## src/rtl/wisc_pkg.sv

```systemverilog
// wisc_pkg: opcodes, NOP word, fetch state encoding and PC width shared by the fetch stage. rev 1.0
`default_nettype none

package wisc_pkg;

    localparam int          PC_W     = 16;
    localparam logic [4:0]  OP_HALT  = 5'b00000;
    localparam logic [4:0]  OP_NOP   = 5'b00001;
    localparam logic [15:0] NOP_WORD = 16'h0800;

    typedef enum logic [1:0] {
        ST_FETCH  = 2'd0,
        ST_HOLD   = 2'd1,
        ST_HALTED = 2'd2
    } fetch_state_e;

endpackage

`default_nettype wire

```

## src/rtl/fetch_unit_if.sv

```systemverilog
// fetch_unit_if: instruction-memory, redirect and decode handshake bundle of the fetch stage. rev 1.0
`default_nettype none

interface fetch_unit_if #(
    parameter int PC_W = wisc_pkg::PC_W
);
    logic            imem_req;
    logic [PC_W-1:0] imem_addr;
    logic            imem_rdy;
    logic [15:0]     imem_data;
    logic            redirect;
    logic [PC_W-1:0] redirect_pc;
    logic            inst_valid;
    logic            inst_ready;
    logic [15:0]     instruction;
    logic [PC_W-1:0] pc_plus2;
    logic            halted;
    logic            err;

    modport master (
        output imem_req, imem_addr, inst_valid, instruction, pc_plus2, halted, err,
        input  imem_rdy, imem_data, redirect, redirect_pc, inst_ready
    );

    modport slave (
        input  imem_req, imem_addr, inst_valid, instruction, pc_plus2, halted, err,
        output imem_rdy, imem_data, redirect, redirect_pc, inst_ready
    );
endinterface

`default_nettype wire

```

## src/rtl/fetch_pc_reg.sv

```systemverilog
// fetch_pc_reg: program counter with +2 incrementer (modulo 2^PC_W) and redirect load mux. rev 1.0
`default_nettype none

module fetch_pc_reg #(
    parameter int              PC_W     = 16,
    parameter logic [PC_W-1:0] RESET_PC = '0
) (
    input  wire logic            clk,
    input  wire logic            rst,
    input  wire logic            advance,
    input  wire logic            load,
    input  wire logic [PC_W-1:0] load_pc,
    output logic      [PC_W-1:0] pc,
    output logic      [PC_W-1:0] pc_plus2
);

    logic [PC_W-1:0] pc_q;
    logic [PC_W-1:0] pc_d;

    assign pc_plus2 = pc_q + PC_W'(2);
    assign pc       = pc_q;

    // A redirect wins over a same-cycle advance.
    always_comb begin
        pc_d = pc_q;
        if (load) begin
            pc_d = load_pc;
        end else if (advance) begin
            pc_d = pc_plus2;
        end
    end

    always_ff @(posedge clk or negedge rst) begin
        if (!rst) begin
            pc_q <= RESET_PC;
        end else begin
            pc_q <= pc_d;
        end
    end

endmodule

`default_nettype wire

```

## src/rtl/fetch_unit.sv

```systemverilog
// fetch_unit: fetch stage FSM, one-word instruction buffer and decode handshake.
// FETCH_ALIGN_ERR_EN: odd redirect target raises sticky err and halts; otherwise bit 0 is cleared. rev 1.0
`default_nettype none

module fetch_unit #(
    parameter int              PC_W     = wisc_pkg::PC_W,
    parameter logic [PC_W-1:0] RESET_PC = '0
) (
    input  wire logic        clk,
    input  wire logic        rst,
    fetch_unit_if.master     bus
);

    import wisc_pkg::*;

    fetch_state_e    state_q, state_d;
    logic [15:0]     instr_q, instr_d;
    logic [PC_W-1:0] pc_plus2_q, pc_plus2_d;
    logic            err_q, err_d;

    logic            take_redirect;
    logic            align_err;
    logic [PC_W-1:0] target_pc;
    logic            fetch_done;
    logic [PC_W-1:0] pc;
    logic [PC_W-1:0] pc_inc;

    assign take_redirect = bus.redirect && (state_q != ST_HALTED);

`ifdef FETCH_ALIGN_ERR_EN
    assign align_err = take_redirect && bus.redirect_pc[0];
    assign target_pc = bus.redirect_pc;
`else
    assign align_err = 1'b0;
    assign target_pc = bus.redirect_pc & ~PC_W'(1);
`endif

    // Data arriving alongside a redirect belongs to the abandoned path and is dropped.
    assign fetch_done = (state_q == ST_FETCH) && bus.imem_rdy && !take_redirect;

    fetch_pc_reg #(
        .PC_W     (PC_W),
        .RESET_PC (RESET_PC)
    ) u_pc (
        .clk      (clk),
        .rst      (rst),
        .advance  (fetch_done),
        .load     (take_redirect && !align_err),
        .load_pc  (target_pc),
        .pc       (pc),
        .pc_plus2 (pc_inc)
    );

    always_ff @(posedge clk or negedge rst) begin
        if (!rst) begin
            state_q <= ST_FETCH;
        end else begin
            state_q <= state_d;
        end
    end

    always_comb begin
        state_d = state_q;
        case (state_q)
            ST_FETCH:  if (bus.imem_rdy) state_d = ST_HOLD;
            ST_HOLD:   if (bus.inst_ready) state_d = (instr_q[15:11] == OP_HALT) ? ST_HALTED : ST_FETCH;
            ST_HALTED: state_d = ST_HALTED;
            default:   state_d = ST_FETCH;
        endcase
        // Redirect squashes any same-cycle fetch completion or HALT acceptance.
        if (take_redirect) begin
            state_d = align_err ? ST_HALTED : ST_FETCH;
        end
    end

    always_comb begin
        bus.imem_req   = (state_q == ST_FETCH);
        bus.inst_valid = (state_q == ST_HOLD);
        bus.halted     = (state_q == ST_HALTED);
    end

    always_comb begin
        instr_d    = instr_q;
        pc_plus2_d = pc_plus2_q;
        err_d      = err_q | align_err;
        if (fetch_done) begin
            instr_d    = bus.imem_data;
            pc_plus2_d = pc_inc;
        end
    end

    always_ff @(posedge clk or negedge rst) begin
        if (!rst) begin
            instr_q    <= NOP_WORD;
            pc_plus2_q <= '0;
            err_q      <= 1'b0;
        end else begin
            instr_q    <= instr_d;
            pc_plus2_q <= pc_plus2_d;
            err_q      <= err_d;
        end
    end

    assign bus.imem_addr   = pc;
    assign bus.instruction = instr_q;
    assign bus.pc_plus2    = pc_plus2_q;
    assign bus.err         = err_q;

endmodule

`default_nettype wire

```

## src/flat_wrapper.sv

```systemverilog
// flat-port wrapper written by rule: the top's interface ports become plain ports
module fetch_unit_flat import wisc_pkg::*;
#(
    parameter int              PC_W     = wisc_pkg::PC_W,
    parameter logic [PC_W-1:0] RESET_PC = '0
)
  (clk, rst, bus_imem_req, bus_imem_addr, bus_inst_valid, bus_instruction, bus_pc_plus2, bus_halted, bus_err, bus_imem_rdy, bus_imem_data, bus_redirect, bus_redirect_pc, bus_inst_ready);
  fetch_unit_if #(.PC_W(PC_W)) bus_i ();
  input  wire logic clk;
  input  wire logic rst;
  output wire logic [$bits(bus_i.imem_req)-1:0] bus_imem_req;
  output wire logic [$bits(bus_i.imem_addr)-1:0] bus_imem_addr;
  output wire logic [$bits(bus_i.inst_valid)-1:0] bus_inst_valid;
  output wire logic [$bits(bus_i.instruction)-1:0] bus_instruction;
  output wire logic [$bits(bus_i.pc_plus2)-1:0] bus_pc_plus2;
  output wire logic [$bits(bus_i.halted)-1:0] bus_halted;
  output wire logic [$bits(bus_i.err)-1:0] bus_err;
  input wire logic [$bits(bus_i.imem_rdy)-1:0] bus_imem_rdy;
  input wire logic [$bits(bus_i.imem_data)-1:0] bus_imem_data;
  input wire logic [$bits(bus_i.redirect)-1:0] bus_redirect;
  input wire logic [$bits(bus_i.redirect_pc)-1:0] bus_redirect_pc;
  input wire logic [$bits(bus_i.inst_ready)-1:0] bus_inst_ready;
  assign bus_imem_req = bus_i.imem_req;
  assign bus_imem_addr = bus_i.imem_addr;
  assign bus_inst_valid = bus_i.inst_valid;
  assign bus_instruction = bus_i.instruction;
  assign bus_pc_plus2 = bus_i.pc_plus2;
  assign bus_halted = bus_i.halted;
  assign bus_err = bus_i.err;
  assign bus_i.imem_rdy = bus_imem_rdy;
  assign bus_i.imem_data = bus_imem_data;
  assign bus_i.redirect = bus_redirect;
  assign bus_i.redirect_pc = bus_redirect_pc;
  assign bus_i.inst_ready = bus_inst_ready;
  fetch_unit #(.PC_W(PC_W), .RESET_PC(RESET_PC)) u_core (.clk(clk), .rst(rst), .bus(bus_i));
endmodule
```

## config.mk

```make
export PLATFORM = sky130hd
export DESIGN_NAME = fetch_unit_flat
export DESIGN_NICKNAME = d
export VERILOG_FILES = /design/src/rtl/wisc_pkg.sv /design/src/rtl/fetch_unit_if.sv /design/src/rtl/fetch_pc_reg.sv /design/src/rtl/fetch_unit.sv /design/src/flat_wrapper.sv
export SDC_FILE = /design/constraint.sdc
export NUM_CORES = 1
export LEC_CHECK = 0
export BUFFER_PORTS_ARGS = -buffer_cell sky130_fd_sc_hd__buf_2
export CORE_MARGIN = 5
export CORE_UTILIZATION = 44
export DETAILED_ROUTE_END_ITERATION = 12
export GPL_ROUTABILITY_DRIVEN = 0
export PLACE_DENSITY_LB_ADDON = 0.3
export SETUP_SLACK_MARGIN = 0.15
export SLEW_MARGIN = 40
export SYNTH_ARGS = -nofsm -noshare
export SYNTH_HDL_FRONTEND = slang
export SYNTH_SLANG_ARGS = --single-unit
```

## constraint.sdc

```tcl
create_clock -name clk -period 1.4 [get_ports clk]
set_input_delay 0.21 -clock clk [delete_from_list [all_inputs] [get_ports clk]]
set_output_delay 0.21 -clock clk [all_outputs]
set_load 0.02 [all_outputs]
```

==> metrics.txt <==
# TYPE chip_impl_metric gauge
chip_impl_info{name="result_of_the_run",value="finished, violations left"} 1
chip_impl_info{name="failing_checks",value="negative setup slack"} 1
chip_impl_metric{name="final.hold.worst_slack",unit="ns"} 0.0817
chip_impl_metric{name="cts-htree-levels",unit=""} 2
chip_impl_metric{name="number_of_slew_limit_violations_in_the_final_report",unit=""} 0
chip_impl_metric{name="largest_net_degree_at_the_start_of_global_routing",unit=""} 49
chip_impl_metric{name="timing.fmax",unit="MHz"} 647
chip_impl_metric{name="syn_avg_cell_area",unit="um2"} 9.00
chip_impl_metric{name="finalSetupTns",unit="ns"} -3.88
chip_impl_metric{name="tritoncts.num_buffers",unit=""} 5
chip_impl_metric{name="grt_resource_usage_total",unit="%"} 20.0
chip_impl_info{name="grt_setup_unrepaired",value="yes"} 1
chip_impl_metric{name="final.setup.worst_slack",unit="ns"} -0.146
chip_impl_metric{name="post_drt_wl_per_cell",unit="um"} 16.7
chip_impl_metric{name="drive_above_1_share",unit="%"} 59.9
chip_impl_metric{name="grt_overflow",unit=""} 0
chip_impl_info{name="critical_path.endpoint_type",value="register"} 1
chip_impl_metric{name="reg2reg_slack",unit="ns"} -0.15
chip_impl_metric{name="cts.path.max_buffers",unit=""} 2
chip_impl_metric{name="routed_via_density",unit=""} 5.23
chip_impl_metric{name="finalCritPeriodShare",unit="%"} 110
chip_impl_info{name="layout_commonest_cell",value="sky130_fd_sc_hd__buf_2"} 1
chip_impl_info{name="timing_worst_setup_path_type",value="register to register"} 1
chip_impl_metric{name="cp.arrival",unit="ns"} 1.73
chip_impl_metric{name="timing.critical_path.fanout_max",unit=""} 3
chip_impl_metric{name="placed_cells",unit=""} 430
chip_impl_metric{name="antenna_found_initial",unit=""} 0
chip_impl_metric{name="num-fill-cells",unit=""} 357
chip_impl_metric{name="timing_hold_violations_final",unit=""} 0
chip_impl_metric{name="clkLatencyLatePin",unit="ns"} 0.31
chip_impl_metric{name="post_synth_inst_count",unit=""} 258
chip_impl_metric{name="met3_wirelength",unit="um"} 666
chip_impl_metric{name="overall_die_area",unit="um2"} 6830
chip_impl_metric{name="sequential_cell_area",unit="um2"} 1210
chip_impl_metric{name="total_number_of_clock_tree_sinks",unit=""} 48
chip_impl_metric{name="core.rowCount",unit=""} 26
chip_impl_metric{name="cp.required",unit="ns"} 1.58
chip_impl_metric{name="multi_input_comb_area",unit="um2"} 1390
chip_impl_metric{name="synthesis.area",unit="um2"} 2320
chip_impl_metric{name="firstDrtPassIters",unit=""} 4
chip_impl_info{name="cts-root-buf",value="sky130_fd_sc_hd__clkbuf_8"} 1
chip_impl_metric{name="drtIter0Drc",unit=""} 125
chip_impl_info{name="critical_path.reg2reg.startpoint",value="u_core.u_pc.pc[8]"} 1
chip_impl_metric{name="cellLeakagePower",unit="nW"} 1.83
chip_impl_metric{name="placement_setup_slack",unit="ns"} -0.272
chip_impl_info{name="startpoint_type",value="register"} 1
chip_impl_info{name="min-delay-path-class",value="input pin to register"} 1
chip_impl_metric{name="postSynth.asyncResetShare",unit="%"} 100
chip_impl_metric{name="fin_worst_skew",unit="ns"} 0.00993
chip_impl_metric{name="die_w",unit="um"} 82.6
chip_impl_metric{name="dp.final_hpwl",unit="um"} 4750
chip_impl_metric{name="drtAntennaViolNets",unit=""} 0
chip_impl_metric{name="start_util",unit="%"} 45.4
chip_impl_metric{name="synth-seq-area-share",unit="%"} 51.8
chip_impl_metric{name="insertedDiodeCount",unit=""} 0
chip_impl_metric{name="area_delta_synth_final",unit="%"} 65.2
chip_impl_metric{name="fin_nets",unit=""} 424
chip_impl_metric{name="synth-edff-count",unit=""} 0
chip_impl_metric{name="setup_viol",unit=""} 49
chip_impl_metric{name="timing.final.crit_period",unit="ns"} 1.55
chip_impl_metric{name="yosys_synthesis_warning_count",unit=""} 0
chip_impl_metric{name="number_of_global_route_vias_before_repair",unit=""} 2251
chip_impl_info{name="most-common-layout-cells",value="sky130_fd_sc_hd__buf_2, sky130_fd_sc_hd__nand2_1, sky130_fd_sc_hd__dfrtp_1"} 1
chip_impl_metric{name="postSynthRegisterBits",unit=""} 48
chip_impl_info{name="worstSetupStartpoint",value="u_core.u_pc.pc[8]"} 1
chip_impl_metric{name="finalNonFillerCells",unit=""} 457
chip_impl_metric{name="drc",unit=""} 0
chip_impl_metric{name="dieHeight",unit="um"} 82.6
chip_impl_info{name="ys.flop_type",value="sky130_fd_sc_hd__dfrtp_1"} 1
chip_impl_metric{name="met1Wirelength",unit="um"} 2990
chip_impl_metric{name="io_pins",unit=""} 89
chip_impl_info{name="highest-signal-layer",value="met4"} 1
chip_impl_metric{name="power.ir.vdd_worst",unit="uV"} 787
chip_impl_info{name="cts_tree",value="done"} 1
chip_impl_info{name="holdCritStartpoint",value="bus_imem_data[4]"} 1
chip_impl_metric{name="clk_pin_slew_worst_paths",unit="ns"} 0.10
chip_impl_metric{name="via_count",unit=""} 2391
chip_impl_metric{name="grt_pass1_wl",unit="um"} 10500
chip_impl_metric{name="coreArea",unit="um2"} 5110
chip_impl_metric{name="drv.max_cap_violation_count",unit=""} 0
chip_impl_metric{name="detailed_place.area",unit="um2"} 3040
chip_impl_metric{name="routed_wirelength",unit="um"} 7630
chip_impl_metric{name="ys_types",unit=""} 36
chip_impl_metric{name="place.port_buffers",unit=""} 84
chip_impl_metric{name="final_design_area_no_fill",unit="um2"} 3830
chip_impl_metric{name="power-per-cell-area",unit="nW/um2"} 1510
chip_impl_metric{name="dr_wl_met2",unit="um"} 3800
area by class of cell:
| cell class | count | area share, % |
|---|---|---|
| multi-input cells | 190 | 36.2 |
| flip-flops and latches | 48 | 31.6 |
| repair buffers | 137 | 26.7 |
| clock buffers | 6 | 2.15 |
| clock inverters | 2 | 0.392 |
| well taps | 70 | 2.28 |
| inverters | 4 | 0.653 |
kinds of logic after synthesis:
| logic type | count (synthesis) | share of synthesized area (%) |
|---|---|---|
| and+or+nand+nor | 118 | 22.6 |
| AOI/OAI and AO/OA | 54 | 14.9 |
| DFF | 48 | 51.8 |
| buffers and inverters | 23 | 5.12 |
| xor gates and xnor gates | 13 | 4.91 |
| adders and majority gates | 1 | 0.539 |
| other | 1 | 0.162 |
per-layer routing:
metal,GRT usage [%],vias to the layer above
li1,-,1133
met1,25.8,1129
met2,32.7,112
met3,5.97,17
met4,5.07,0
met5,0,-
critical path, stage by stage (launching register included):
cell                      delay, ns
sky130_fd_sc_hd__dfrtp_1       0.41
sky130_fd_sc_hd__nand4_1       0.29
sky130_fd_sc_hd__nor3_2        0.33
sky130_fd_sc_hd__xnor2_1       0.25
sky130_fd_sc_hd__o22ai_2       0.14
worst paths after layout:
path,to,cells after the start
worst max-delay path,u_core.u_pc.pc[12],4
worst min-delay path,u_core.bus.instruction[4],3
worst max register to register,u_core.u_pc.pc[12],4
worst min register to register,u_core.bus.instruction[5],2
max in group asynchronous,u_core.bus.instruction[11],3
min in group asynchronous,u_core.bus.pc_plus2[13],3
registers in the layout, summed over array words and instances (netlist names):
signal	flops
u_core.bus.instruction	16
u_core.bus.pc_plus2	15
u_core.u_pc.pc	15
u_core.state_q	2
stage by stage:
stage,utilization [%],power (mW)
final,75.1,5.80
after global routing,75.1,6.10
after CTS,64.8,5.24
after detailed placement,59.5,4.21
after global placement,59.5,4.15
after floorplan,-,3.33
what timing repair did:
item / in CTS / in global routing
buffers inserted: 2 / 11
hold endpoints to repair: 47 / 0
cloned: 1 / 4
resized for setup: 50 / 102
hold buffers: 1 / 0
endpoints found under the setup margin: 54 / 62
pin swaps: 7 / 42
Yosys cell counts, types with 4 or more instances:
library cell               number  area share, %
sky130_fd_sc_hd__o21ai_0       19            4.1
sky130_fd_sc_hd__nand2_1       75             12
sky130_fd_sc_hd__nor3_1         4           0.86
sky130_fd_sc_hd__a21oi_1        9            1.9
sky130_fd_sc_hd__buf_2          5            1.1
sky130_fd_sc_hd__xnor2_1       11            4.2
sky130_fd_sc_hd__nand3_1        5            1.1
sky130_fd_sc_hd__clkbuf_1       9            1.5
sky130_fd_sc_hd__nor2_1         9            1.5
sky130_fd_sc_hd__dfrtp_1       47             51
sky130_fd_sc_hd__o22ai_1       14            3.8
sky130_fd_sc_hd__nand2b_1       9            2.4
sky130_fd_sc_hd__nor4_1         5            1.3
power breakdown:
group / internal [mW] / switching, mW / total (mW) / leakage, nW
combinational: 1.18 / 1.52 / 2.70 / 1.21
clock: 0.401 / 0.500 / 0.901 / 0.0434
sequential: 1.82 / 0.382 / 2.20 / 0.584
Power figures use the tool's default switching activity.
